File: src/rtl/fire4_pkg.sv
// Shared definitions for the fire4 squeeze output path.
// Contents:
//   FIRE4_WOUT   output map width/height of the fire4 squeeze layer
//   FIRE4_SQ_CH  squeeze channels per pixel
//   WIDTH        channel word width
//   ofm_wr_state_t  writer FSM states
package fire4_pkg;

  localparam int FIRE4_WOUT  = 32;
  localparam int FIRE4_SQ_CH = 32;
  localparam int WIDTH       = 16;

  typedef enum logic [1:0] {IDLE, WRITE, DONE} ofm_wr_state_t;

endpackage

File: src/rtl/ofm_hold_reg.sv
// Capture register for one squeeze output pixel with indexed read-out.
// Ports:
//   clk   clock
//   load  capture every entry of d on this edge
//   d     DSP_NO channel words from the squeeze stage
//   sel   channel index to read out
//   q     hold[sel], combinational
// The storage is deliberately not reset: it is always loaded before
// it is read.
module ofm_hold_reg #(
  parameter int DSP_NO = 32,
  parameter int WIDTH  = 16,
  parameter int SEL_W  = $clog2(DSP_NO)
) (
  input  logic             clk,
  input  logic             load,
  input  logic [WIDTH-1:0] d [0:DSP_NO-1],
  input  logic [SEL_W-1:0] sel,
  output logic [WIDTH-1:0] q
);

  logic [DSP_NO-1:0][WIDTH-1:0] hold;

  always_ff @(posedge clk) begin
    if (load) begin
      for (int i = 0; i < DSP_NO; i++) hold[i] <= d[i];
    end
  end

  assign q = hold[sel];

endmodule

File: src/rtl/fire4_squeeze_ofm_writer.sv
// Serialises fire4 squeeze output pixels into the fire4 feature-map RAM.
// Each accepted pixel (DSP_NO channels) is captured and then written
// one channel word per cycle at address {pix_cnt, ch}. After the last
// pixel of the layer, ram_feedback is held high and fmap_ready pulses.
// Ports:
//   clk, rst              clock; asynchronous active-low reset
//   fire4_squeeze_sample  one-cycle strobe, ofm_in valid on same edge
//   ofm_in                DSP_NO channel words
//   clear                 re-arm from DONE to IDLE
//   ram_we/addr/wdata     registered RAM write port
//   ram_feedback          high while the layer is complete
//   fmap_ready            one-cycle pulse when the layer completes
//   overflow              sticky: a sample was dropped
module fire4_squeeze_ofm_writer
  import fire4_pkg::*;
#(
  parameter int WOUT   = fire4_pkg::FIRE4_WOUT,
  parameter int DSP_NO = fire4_pkg::FIRE4_SQ_CH,
  parameter int WIDTH  = fire4_pkg::WIDTH,
  parameter int ADDR_W = $clog2(WOUT**2*DSP_NO)
) (
  input  logic              clk,
  input  logic              rst,
  input  logic              fire4_squeeze_sample,
  input  logic [WIDTH-1:0]  ofm_in [0:DSP_NO-1],
  input  logic              clear,
  output logic              ram_we,
  output logic [ADDR_W-1:0] ram_addr,
  output logic [WIDTH-1:0]  ram_wdata,
  output logic              ram_feedback,
  output logic              fmap_ready,
  output logic              overflow
);

  localparam int NPIX  = WOUT*WOUT;
  localparam int PIX_W = $clog2(NPIX) + 1;  // extra bit: never wraps
  localparam int CH_W  = $clog2(DSP_NO);

  ofm_wr_state_t state, state_nxt;

  logic [PIX_W-1:0] pix_cnt;
  logic [CH_W-1:0]  ch;
  logic             ch_last, pix_last;
  logic             accept, drop;
  logic [WIDTH-1:0] hold_q;

  logic              ram_we_d;
  logic [ADDR_W-1:0] ram_addr_d;
  logic              done_q;

  assign ch_last  = (ch == CH_W'(DSP_NO-1));
  assign pix_last = (pix_cnt == PIX_W'(NPIX-1));

  // A sample is taken when idle, or exactly on the last channel of a
  // pixel so back-to-back pixels stream without a bubble. A sample on the
  // last channel of the final pixel has nowhere to go and is dropped.
  always_comb begin
    accept = 1'b0;
    case (state)
      IDLE:    accept = fire4_squeeze_sample;
      WRITE:   accept = fire4_squeeze_sample && ch_last && !pix_last;
      default: accept = 1'b0;
    endcase
  end

  assign drop = fire4_squeeze_sample && !accept;

  // FSM state register
  always_ff @(posedge clk or negedge rst) begin
    if (!rst) state <= IDLE;
    else      state <= state_nxt;
  end

  // FSM next state
  always_comb begin
    state_nxt = state;
    case (state)
      IDLE:  if (fire4_squeeze_sample) state_nxt = WRITE;
      WRITE: begin
        if (ch_last) begin
          if (accept)        state_nxt = WRITE;
          else if (pix_last) state_nxt = DONE;
          else               state_nxt = IDLE;
        end
      end
      DONE:    if (clear) state_nxt = IDLE;
      default: state_nxt = IDLE;
    endcase
  end

  // FSM outputs (pre-register): one RAM word per WRITE cycle
  always_comb begin
    ram_we_d   = (state == WRITE);
    ram_addr_d = ADDR_W'({pix_cnt[PIX_W-2:0], ch});
  end

  // Channel / pixel counters
  always_ff @(posedge clk or negedge rst) begin
    if (!rst) begin
      ch      <= '0;
      pix_cnt <= '0;
    end else begin
      if (state == WRITE) begin
        ch <= ch + 1'b1;
        if (ch_last) pix_cnt <= pix_cnt + 1'b1;
      end
      if (accept) ch <= '0;
      if (state == DONE && clear) begin
        ch      <= '0;
        pix_cnt <= '0;
      end
    end
  end

  ofm_hold_reg #(
    .DSP_NO (DSP_NO),
    .WIDTH  (WIDTH),
    .SEL_W  (CH_W)
  ) u_hold (
    .clk  (clk),
    .load (accept),
    .d    (ofm_in),
    .sel  (ch),
    .q    (hold_q)
  );

  // Registered RAM port and status. done_q lags the DONE state by one
  // edge, so feedback/fmap_ready appear the cycle after the final write.
  always_ff @(posedge clk or negedge rst) begin
    if (!rst) begin
      ram_we     <= 1'b0;
      ram_addr   <= '0;
      ram_wdata  <= '0;
      done_q     <= 1'b0;
      fmap_ready <= 1'b0;
      overflow   <= 1'b0;
    end else begin
      ram_we     <= ram_we_d;
      ram_addr   <= ram_addr_d;
      ram_wdata  <= hold_q;
      done_q     <= (state == DONE);
      fmap_ready <= (state == DONE) && !done_q;
      if (drop) overflow <= 1'b1;
    end
  end

  assign ram_feedback = done_q;

endmodule

File: config.mk
export PLATFORM = sky130hd
export DESIGN_NAME = fire4_squeeze_ofm_writer
export DESIGN_NICKNAME = d
export VERILOG_FILES = /design/src/rtl/fire4_pkg.sv /design/src/rtl/ofm_hold_reg.sv /design/src/rtl/fire4_squeeze_ofm_writer.sv
export SDC_FILE = /design/constraint.sdc
export NUM_CORES = 1
export LEC_CHECK = 0
export CORE_AREA = 2 2 277 279
export DETAILED_ROUTE_END_ITERATION = 12
export DIE_AREA = 0 0 279 281
export PLACE_DENSITY_LB_ADDON = 0.12
export RECOVER_POWER = 50
export SYNTH_ARGS = -nofsm -noshare
export SYNTH_HDL_FRONTEND = slang
export SYNTH_SLANG_ARGS = --single-unit
File: constraint.sdc
create_clock -name clk -period 9.8 [get_ports clk]
set_input_delay 0.98 -clock clk [delete_from_list [all_inputs] [get_ports clk]]
set_output_delay 0.98 -clock clk [all_outputs]
set_load 0.05 [all_outputs]
==> summary.txt, run 1 <==
Logic synthesis
  – Syn Inst Count: 1,214
  – Ys async rst share: 9.38%
  – Synth Register Bits: 565
  – Distinct cells, synth: 42
  – Synthesized Nets: 1,733
  – Mapped cell area: 0.0217 mm²
  – Seq/Total Area, Yosys: 77.0%
  – Post-synth EDFFs: 512
  – Syn Area/Cell: 17.9 µm²
  – Synth Flop Type: edfxtp_1
  – Yosys warns: 0

Clocking
  – Latest clock arrival within the worst-skew pair: 620 ps
  – Clk pin slew, worst setup/hold paths: 60 ps
  – Cts hold-fix bufs: 0
  – Clock root cell: clkbuf_16
  – Htree depth: 2
  – Post-CTS setup buffers: 0
  – Post-cts sizing count: 0
  – Num CTS Buffers: 61
  – Clk sinks: 565
  – TritonCTS clock tree: done
  – Deepest clock path buffer count: 3

Final layout
  – Synthesis-to-finish area growth: 38.9%
  – Share of cells above drive strength 1: 6.68%
  – FILL cells: 6,957
  – Layout Nets: 2,293

Timing
  – Tcrit/Tclk final: 50.4%
  – Slew Viols, Final: 54
  – Endpoints failing hold: 0
  – Worst Skew: 29.2 ps
  – Relative slew slack: -130%
  – Slew @ Worst Pin: 3450 ps
  – Min Tclk post-route: 4940 ps
  – RSZ-0062 raised after global routing: false
  – Post-Route Setup TNS: 0 ps
  – Final setup vio count: 0
  – Fmax: 203 MHz

Setup path
  – Critical path data required time: 10,050 ps
  – Worst setup EP type: flip-flop
  – Arr. time, crit path: 5190 ps
  – CP max FO: 181
  – Worst setup SP type: flip-flop
  – Critical-path cell list: clkbuf_1, ha_1, nand2_1, o22ai_2, and2_4, buf_12, buf_4
  – Crit path largest cell delay: 950 ps
  – Slowest cell on crit path: clkbuf_1
  – CP Class: reg -> reg

Pwr
  – Worst VDD drop: 0.000284 V
  – Leak: 10.6 nW
  – Tot Pwr: 8.01 mW
  – Pwr Density: 266 mW/mm²

Die
  – Top Ports: 551
  – # rows: 101
  – Die X: 279 µm
  – Die height: 281 µm
  – Die footprint: 0.0784 mm²
  – Core area: 0.0754 mm²
  – Starting Density: 28.7%

GRT
  – First-pass GRT wire length: 97,900 µm
  – GRT Resource Usage Total: 17.7%
  – Pin count of the biggest net entering global routing: 182
  – Initial antenna violation count: 66
  – GRT Residual Overflow: 0
  – Vias in the first global route: 13,500

Routing
  – Initial drt markers: 727
  – Final WL: 70,800 µm
  – WL/cell: 25.1 µm
  – Post-route ant nets: 0
  – Vias: 13,100
  – Via/cell ratio: 4.63
  – Detailed-router iteration count before antenna repair: 5
  – DRC Markers: 0

Worst hold path
  – Min-delay worst type: reg -> reg

Placement
  – PortBufs: 550
  – Gp weighted congestion: 0.772
  – Post-DP HPWL: 50,700 µm

Run
  – Max-Cap Viols: 1

Outcome
  – Failing checks: max-capacitance violations, max-slew violations
  – Status: complete, but fails checks
## worst max-delay path: cells and delay by family, from the launching register on
kind	cells	cell delay (ps)
buf+inv	3	2190
flops	1	310
fa+ha+maj	1	350
simple gates	2	910
compound gates	1	170
## metrics by stage
stage               utilization [%]  setup WS [ps]  area [µm²]  cells  hold WS, ps
CTS                            39.9           4960       30100   2803          428
global placement               37.4           5070       28200   2689          410
global route                   39.9           4640       30100   2808          440
floorplan                         -           5550       21700   1214          373
detailed placement             37.4           4960       28200   2689          414
finish                         39.9           4860       30100   2824          423
## path summary, 6_finish.rpt
check | from | to | slack (ps) | cells past startpoint
max reg2reg | ch[4] | u_hold.hold[67] | 4860 | 7
min in group asynchronous | rst | ram_addr[1] | 1610 | 2
max in group asynchronous | rst | ch[1] | 5750 | 2
max | ch[4] | u_hold.hold[67] | 4860 | 7
min | pix_cnt[9] | ram_addr[14] | 420 | 0
min reg2reg | pix_cnt[9] | ram_addr[14] | 420 | 0
## area by class of cell
cell class / count / area [µm²] / area share, %
timing repair buffer: 566 / 5650 / 18.7
tap: 978 / 1220 / 4.06
sequential: 565 / 16700 / 55.4
clock buffer: 79 / 1680 / 5.56
clock inverter: 35 / 224 / 0.743
inverter: 3 / 11.3 / 0.0374
antenna: 21 / 52.6 / 0.174
multi-input combinational: 577 / 4590 / 15.2
## sequential cells by signal, indices dropped and copies added (netlist names), 2 cells and up
register	flops
u_hold.hold	512
ram_wdata	16
ram_addr	15
pix_cnt	11
ch	5
state	2
## synthesized netlist by cell type, types with 2 or more instances
cell       count  area [µm²]
a21oi_1       38         190
a22o_1        32         280
a22oi_1       64         480
a31oi_1       16         100
and2_1         2        12.5
and3_1         2        12.5
buf_1          9        33.8
buf_2         25         125
buf_4         19         143
buf_6          6        67.6
clkbuf_1      10        37.5
dfrtp_1       53        1330
edfxtp_1     512       15400
ha_1           3        37.5
inv_1          2        7.51
mux2i_1      256        2560
nand2_1       45         169
nand2b_1       4        25.0
nand3_1       41         205
nand4_1       16         100
nor2_1        11        41.3
nor2b_1        2        12.5
nor3_1        17        85.1
o21ai_0        4        20.0
o21bai_1       2        15.0
o2bb2ai_1      2        17.5
or3_1          2        12.5
xor2_1         5        43.8
## power by group
group          switching [mW]  internal [mW]
logic                    1.60          0.912
clock network           0.959           1.23
registers               0.185           3.13
## placed cells by master, fill, tap and decap left out, types with 2 or more instances in the layout
master	instances
dlygate4sd3_1	512
edfxtp_1	512
mux2i_1	256
a22oi_1	64
clkbuf_16	62
dfrtp_1	52
nand2_1	45
nand3_1	41
a21oi_1	38
clkdlybuf4s50_1	37
a22o_1	32
diode_2	21
nor3_1	17
clkinv_2	17
a31oi_1	16
nand4_1	16
clkbuf_1	14
nor2_1	11
buf_4	10
clkinv_1	8
clkbuf_8	6
xor2_1	5
nand2b_1	4
o21ai_0	4
clkinvlp_4	4
inv_1	3
ha_1	3
clkinv_4	3
buf_12	3
nor2b_4	2
and2_4	2
and3_1	2
o21bai_1	2
or3_1	2
o2bb2ai_1	2
## cells by family (layout without fill, tap and decap cells)
family	after synthesis	after routing	share of synthesized area, %
multiplexers	256	256	11.8
other	0	21	0
XOR/XNOR	6	6	0.242
flip-flops	565	565	77.0
adder cells (fa/ha/maj)	3	3	0.173
buffers and inverters	72	683	1.93
AND/OR/NAND/NOR	152	152	3.66
AO/OA/AOI/OAI	160	160	5.18
## layer usage
layer	track usage, %	wire (µm)	up-vias
met1	22.3	29300	6475
met5	0	41	-
met2	30.9	35800	459
li1	-	-	5967
met4	4.48	1920	6
met3	3.46	3750	176
Power figures use the tool's default switching activity.
==> inputs of run 2 (changes only) <==
==> constraint.sdc (replaced) <==
create_clock -name clk -period 4.2 [get_ports clk]
set_input_delay 0.42 -clock clk [delete_from_list [all_inputs] [get_ports clk]]
set_output_delay 0.42 -clock clk [all_outputs]
set_load 0.05 [all_outputs]
==> summary.txt, run 2 (synthesized netlist as in run 1, its figures left out) <==
Final layout
  – Commonest cells after routing, fill and taps aside: dlygate4sd3_1 (513), edfxtp_1 (512), mux2i_1 (256) (was dlygate4sd3_1 (512), edfxtp_1 (512), mux2i_1 (256))
  – Synthesis-to-finish area growth: 40.0% (was 38.9%)
  – FILL cells: 6,904 (was 6,957)
  – Number of flip-flops in the largest register: 512 (unchanged)
  – Multi-input combinational cell area: 0.00459 mm² (unchanged)
  – Share of cells above drive strength 1: 6.99% (was 6.68%)
  – Layout Nets: 2,314 (was 2,293)
  – Biggest register: u_hold.hold (unchanged)
  – Commonest non-fill, non-tap cell in the layout: dlygate4sd3_1
  – Design Area, Final: 0.0304 mm² (was 0.0301 mm²)
  – Top flop regs: u_hold.hold (512), ram_wdata (16), ram_addr (15) (unchanged)
  – FF/Latch Area: 0.0167 mm² (unchanged)

Clocking
  – TritonCTS clock tree: done (unchanged)
  – Post-CTS setup buffers: 0 (unchanged)
  – Htree depth: 2 (unchanged)
  – Num CTS Buffers: 61 (unchanged)
  – Deepest clock path buffer count: 3 (unchanged)
  – Cts hold-fix bufs: 1 (was 0)
  – Clk pin slew, worst setup/hold paths: 60 ps (about the same)
  – Latest clock arrival within the worst-skew pair: 620 ps (about the same)
  – Post-cts sizing count: 0 (unchanged)
  – Clk sinks: 565 (unchanged)
  – Clock root cell: clkbuf_16 (unchanged)

Setup path
  – Worst path depth: 6 (was 7)
  – Critical path data required time: 4650 ps (was 10,050 ps)
  – Critical-path cell list: clkbuf_1, nand2b_1, buf_4, a21oi_1, a31oi_1, nand3_1 (was clkbuf_1, ha_1, nand2_1, o22ai_2, and2_4, buf_12, buf_4)
  – CP Class: reg -> reg (unchanged)
  – CP startpoint: ch[3] (was ch[4])
  – Slowest cell on crit path: clkbuf_1 (unchanged)
  – Critical path's top delay family: buffers and inverters (unchanged)
  – Arr. time, crit path: 3800 ps (was 5190 ps)
  – Worst reg2reg endpoint: ram_wdata[8] (was u_hold.hold[67])
  – Worst setup EP type: flip-flop (unchanged)
  – Crit path largest cell delay: 950 ps (about the same)
  – Cells on worst reg2reg path: 6 (was 7)
  – Worst setup path end: ram_wdata[8] (was u_hold.hold[67])
  – Worst setup SP type: flip-flop (unchanged)
  – FF-to-FF setup slack: 850 ps (was 4860 ps)
  – Buf/Inv on CP: 2 (was 3)
  – Reg-to-reg startpoint: ch[3] (was ch[4])
  – CP max FO: 22 (was 181)

GRT
  – Pin count of the biggest net entering global routing: 114 (was 182)
  – Initial antenna violation count: 66 (unchanged)
  – First-pass GRT wire length: 100,000 µm (was 97,900 µm)
  – GRT Residual Overflow: 0 (unchanged)
  – Vias in the first global route: 13,900 (was 13,500)
  – GRT Resource Usage Total: 18.1% (was 17.7%)

Worst hold path
  – Min-delay worst type: in -> reg (was reg -> reg)

Pwr
  – Net Sw Frac: 33.9% (was 34.2%)
  – Worst VDD drop: 0.000417 V (was 0.000284 V)
  – Clock share of power: 27.2% (was 27.3%)
  – Internal: 12.5 mW (was 5.27 mW)
  – Sequential power share: 40.5% (was 41.4%)
  – Comb pwr share: 32.4% (was 31.3%)
  – Net Sw Power: 6.43 mW (was 2.74 mW)
  – Leak: 10.7 nW (was 10.6 nW)
  – Pwr Density: 624 mW/mm² (was 266 mW/mm²)
  – Tot Pwr: 18.9 mW (was 8.01 mW)

Routing
  – DRC Markers: 0 (unchanged)
  – Detailed-router iteration count before antenna repair: 5 (unchanged)
  – Final WL: 72,300 µm (was 70,800 µm)
  – Via/cell ratio: 4.64 (was 4.63)
  – Initial drt markers: 820 (was 727)
  – WL/cell: 25.4 µm (was 25.1 µm)
  – Vias: 13,200 (was 13,100)
  – Post-route ant nets: 0 (unchanged)

Timing
  – RSZ-0062 raised after global routing: false (unchanged)
  – Tcrit/Tclk final: 79.7% (was 50.4%)
  – Relative slew slack: -51.1% (was -130%)
  – Slew @ Worst Pin: 2270 ps (was 3450 ps)
  – Fmax: 299 MHz (was 203 MHz)
  – Min Tclk post-route: 3350 ps (was 4940 ps)
  – Worst Skew: 24.2 ps (was 29.2 ps)
  – Post-Route Setup TNS: 0 ps (unchanged)
  – Final setup vio count: 0 (unchanged)
  – Slew Viols, Final: 33 (was 54)
  – Endpoints failing hold: 0 (unchanged)

Die
  – Die height: 281 µm (unchanged)
  – Core area: 0.0754 mm² (unchanged)
  – Die X: 279 µm (unchanged)
  – # rows: 101 (unchanged)
  – Starting Density: 28.7% (unchanged)
  – Top Ports: 551 (unchanged)
  – Die footprint: 0.0784 mm² (unchanged)

Placement
  – Placed cell areas: 0.0284 mm² (was 0.0282 mm²)
  – PortBufs: 550 (unchanged)
  – Post-DP HPWL: 54,000 µm (was 50,700 µm)
  – Gp weighted congestion: 0.792 (was 0.772)

Outcome
  – Failing checks: max-capacitance violations, max-slew violations (unchanged)
  – Status: complete, but fails checks (unchanged)

Run
  – Max-Cap Viols: 1 (unchanged)
run 2: cell types whose count changed in the layout (fill, tap and decap cells not counted), sizes merged:
cell         change
clkinv           -2
diode            -1
buf             +19
bufinv           +3
clkinvlp         -3
dlygate4sd3      +1
clkbuf           +3
run 2: power by group through the flow:
stage / clock network (mW) / registers [mW] / logic (mW)
finish: 5.14 / 7.67 / 6.13
floorplan: 0 / 8.20 / 3.35
global route: 5.50 / 7.76 / 6.60
detailed placement: 0 / 7.79 / 6.37
global placement: 0 / 7.78 / 6.33
CTS: 5.30 / 7.68 / 6.38
run 2: worst min-delay path, stage by stage:
cell and delay [ps]:
clkdlybuf4s50_1 440, inv_1 60, o21bai_1 70
run 2: final cells by class:
class                           count  share of cell area, %
Antenna cell                       20                  0.165
Multi-Input combinational cell    577                   15.1
Timing Repair Buffer              587                   19.4
Clock inverter                     33                  0.836
Tap cell                          978                   4.03
Sequential cell                   565                   55.0
Clock buffer                       81                   5.45
Inverter                            3                 0.0371
run 2: how the worst min path moves through the flow:
stage	start	to	slack [ps]	cells past startpoint
2_1_floorplan	rst	ch[0]	120	0
3_3_place_gp	pix_cnt[9]	ram_addr[14]	410	0
3_5_place_dp	pix_cnt[9]	ram_addr[14]	420	0
4_1_cts	ofm_in[207]	u_hold.hold[319]	300	1
5_1_grt	ofm_in[221]	u_hold.hold[301]	390	1
6_report	fire4_squeeze_sample	overflow	410	3
run 2: routing by layer:
metal / GRT usage (%) / up-vias / routed length (µm)
li1: - / 6002 / -
met1: 22.9 / 6492 / 29800
met2: 30.7 / 493 / 35800
met3: 4.30 / 175 / 4280
met4: 5.56 / 24 / 2280
met5: 0 / - / 161
run 2: through the flow:
step / instances / hold WS, ps / utilization [%] / worst slack [ps]
after floorplan: 1214 / 124 / - / 230
after global placement: 2709 / 414 / 37.7 / 1120
after detailed placement: 2709 / 418 / 37.7 / 1060
after CTS: 2824 / 305 / 40.2 / 1040
after global routing: 2832 / 390 / 40.2 / 622
final: 2844 / 415 / 40.3 / 853
==> inputs of run 3 (changes only) <==
==> constraint.sdc (replaced) <==
create_clock -name clk -period 3 [get_ports clk]
set_input_delay 0.3 -clock clk [delete_from_list [all_inputs] [get_ports clk]]
set_output_delay 0.3 -clock clk [all_outputs]
set_load 0.05 [all_outputs]
==> summary.txt, run 3 (synthesized netlist as in run 1, its figures left out) <==
Routing
  – DRC Markers: 0 (unchanged)
  – Via/cell ratio: 4.60 (was 4.64)
  – WL/cell: 25.5 µm (was 25.4 µm)
  – DR WL met3: 4370 µm (was 4280 µm)
  – Initial drt markers: 951 (was 820)
  – Met2 wire len: 36,900 µm (was 35,800 µm)
  – Final WL: 72,600 µm (was 72,300 µm)
  – Vias: 13,100 (was 13,200)
  – Routed length on met1: 29,400 µm (was 29,800 µm)
  – Detailed-router iteration count before antenna repair: 5 (unchanged)
  – Post-route ant nets: 0 (unchanged)
  – Top Metal Used: met5 (unchanged)

Timing
  – Slew @ Worst Pin: 1990 ps (was 2270 ps)
  – RSZ-0062 raised after global routing: false (unchanged)
  – Fmax: 395 MHz (was 299 MHz)
  – Post-Route Setup TNS: 0 ps (unchanged)
  – Final setup vio count: 0 (unchanged)
  – Endpoints failing hold: 0 (unchanged)
  – Relative slew slack: -32.6% (was -51.1%)
  – Worst Skew: 20.3 ps (was 24.2 ps)
  – Tcrit/Tclk final: 84.5% (was 79.7%)
  – Min Tclk post-route: 2530 ps (was 3350 ps)
  – Slew Viols, Final: 30 (was 33)

Die
  – Starting Density: 28.7% (unchanged)
  – Top Ports: 551 (unchanged)
  – Die height: 281 µm (unchanged)
  – Die footprint: 0.0784 mm² (unchanged)
  – Die X: 279 µm (unchanged)
  – # rows: 101 (unchanged)
  – Core area: 0.0754 mm² (unchanged)

Final layout
  – Share of cells above drive strength 1: 8.16% (was 6.99%)
  – Number of flip-flops in the largest register: 512 (unchanged)
  – Multi-input combinational cell area: 0.00462 mm² (was 0.00459 mm²)
  – FILL cells: 6,896 (was 6,904)
  – Final core occ: 40.6% (was 40.3%)
  – Synthesis-to-finish area growth: 41.2% (was 40.0%)
  – Commonest non-fill, non-tap cell in the layout: dlygate4sd3_1 (unchanged)
  – FF/Latch Area: 0.0167 mm² (unchanged)
  – Layout Nets: 2,320 (was 2,314)
  – Top flop regs: u_hold.hold (512), ram_wdata (16), ram_addr (15) (unchanged)
  – Commonest cells after routing, fill and taps aside: dlygate4sd3_1 (513), edfxtp_1 (512), mux2i_1 (256) (unchanged)
  – Biggest register: u_hold.hold (unchanged)
  – Design Area, Final: 0.0306 mm² (was 0.0304 mm²)

Placement
  – Gp weighted congestion: 0.792 (about the same)
  – PortBufs: 550 (unchanged)
  – Placed cell areas: 0.0286 mm² (was 0.0284 mm²)
  – Post-DP HPWL: 54,100 µm (was 54,000 µm)

Setup path
  – Crit path largest cell delay: 550 ps (was 950 ps)
  – Buf/Inv on CP: 2 (unchanged)
  – Critical path data required time: 3280 ps (was 4650 ps)
  – CP max FO: 49 (was 22)
  – Critical path's top delay family: buffers and inverters (unchanged)
  – Cells on worst reg2reg path: 8 (was 6)
  – Worst setup EP type: flip-flop (unchanged)
  – Worst setup SP type: flip-flop (unchanged)
  – CP Class: reg -> reg (unchanged)
  – Slowest cell on crit path: dfrtp_1 (was clkbuf_1)
  – Worst path depth: 8 (was 6)
  – FF-to-FF setup slack: 470 ps (was 850 ps)
  – Worst path most repeated cell: buf_12
  – Critical-path cell list: ha_2, and3_4, ha_4, nand2_2, o22ai_2, and2_4, buf_12, buf_12 (was clkbuf_1, nand2b_1, buf_4, a21oi_1, a31oi_1, nand3_1)
  – Arr. time, crit path: 2820 ps (was 3800 ps)

Clocking
  – Num CTS Buffers: 60 (was 61)
  – Htree depth: 2 (unchanged)
  – Clk sinks: 565 (unchanged)
  – TritonCTS clock tree: done (unchanged)
  – Post-CTS setup buffers: 0 (unchanged)
  – Deepest clock path buffer count: 3 (unchanged)
  – Clk pin slew, worst setup/hold paths: 60 ps (about the same)
  – Latest clock arrival within the worst-skew pair: 610 ps (was 620 ps)
  – Clock root cell: clkbuf_16 (unchanged)

Pwr
  – Leak: 10.8 nW (was 10.7 nW)
  – Pwr Density: 879 mW/mm² (was 624 mW/mm²)
  – Worst VDD drop: 0.000588 V (was 0.000417 V)

Worst hold path
  – Min-delay worst type: in -> reg (unchanged)
  – Worst Hold Depth: 1 (was 3)

GRT
  – Vias in the first global route: 13,800 (was 13,900)
  – Pin count of the biggest net entering global routing: 78 (was 114)
  – GRT Resource Usage Total: 18.1% (about the same)
  – GRT Residual Overflow: 0 (unchanged)
  – Initial antenna violation count: 34 (was 66)
  – First-pass GRT wire length: 99,700 µm (was 100,000 µm)

Outcome
  – Failing checks: max-capacitance violations, max-slew violations (unchanged)
  – Status: complete, but fails checks (unchanged)

Run
  – Max-Cap Viols: 1 (unchanged)
-- run 3: changes by cell type in the layout (fill, tap and decap cells not counted), sizes merged --
cell / previous run / this run
clkbuf: 85 / 75
buf: 33 / 41
bufinv: 4 / 8
clkinvlp: 1 / 4
diode: 20 / 17
inv: 4 / 3
-- run 3: final timing paths --
path,start,endpoint
max,ch[0],u_hold.hold[60]
min,ofm_in[478],u_hold.hold[46]
max reg2reg,ch[0],u_hold.hold[60]
min reg2reg,ram_feedback,fmap_ready
max in group asynchronous,rst,ch[1]
min in group asynchronous,rst,ram_addr[7]
-- run 3: worst register-to-register path: cells and delay by family (launching register included) --
kind,cells,cell delay (ps)
compound gates,1,130
fa+ha+maj,2,390
buf+inv,2,640
flops,1,550
simple gates,3,480
-- run 3: layer usage --
layer | global-route usage (%) | vias to the layer above
met1 | 22.5 | 6452
met2 | 31.7 | 494
met3 | 3.83 | 115
li1 | - | 6016
met4 | 5.18 | 4
met5 | 0 | -
-- run 3: power breakdown --
| part | switching, mW | internal, mW | leakage [nW] |
|---|---|---|---|
| Combinational | 5.53 | 3.25 | 4.61 |
| Clock | 3.04 | 4.45 | 0.974 |
| Sequential | 0.479 | 10.2 | 5.23 |
-- run 3: through the flow --
stage                     hold slack (ps)  total power [mW]  cells  worst slack (ps)
final                                 304              26.9   2845               466
after global placement                425              19.9   2716               510
after detailed placement              412              19.9   2716               493
after CTS                             191              27.5   2828               462
after global routing                  275              28.2   2838               263
after floorplan                      4.41              16.1   1214              18.9
-- run 3: cell type report --
| type | instances | share of cell area, % |
|---|---|---|
| sequential | 565 | 54.5 |
| timing repair buffer | 594 | 19.7 |
| multi-input combinational | 577 | 15.1 |
| clock buffer | 72 | 5.22 |
| tap | 978 | 4.00 |
| clock inverter | 39 | 1.29 |
| antenna | 17 | 0.139 |
| inverter | 3 | 0.0368 |
-- run 3: timing repair --
item / 4_1_cts / 5_1_grt
hold buffers: 1 / 0
gates resized for setup: 0 / 0
hold endpoints to repair: 27 / 0
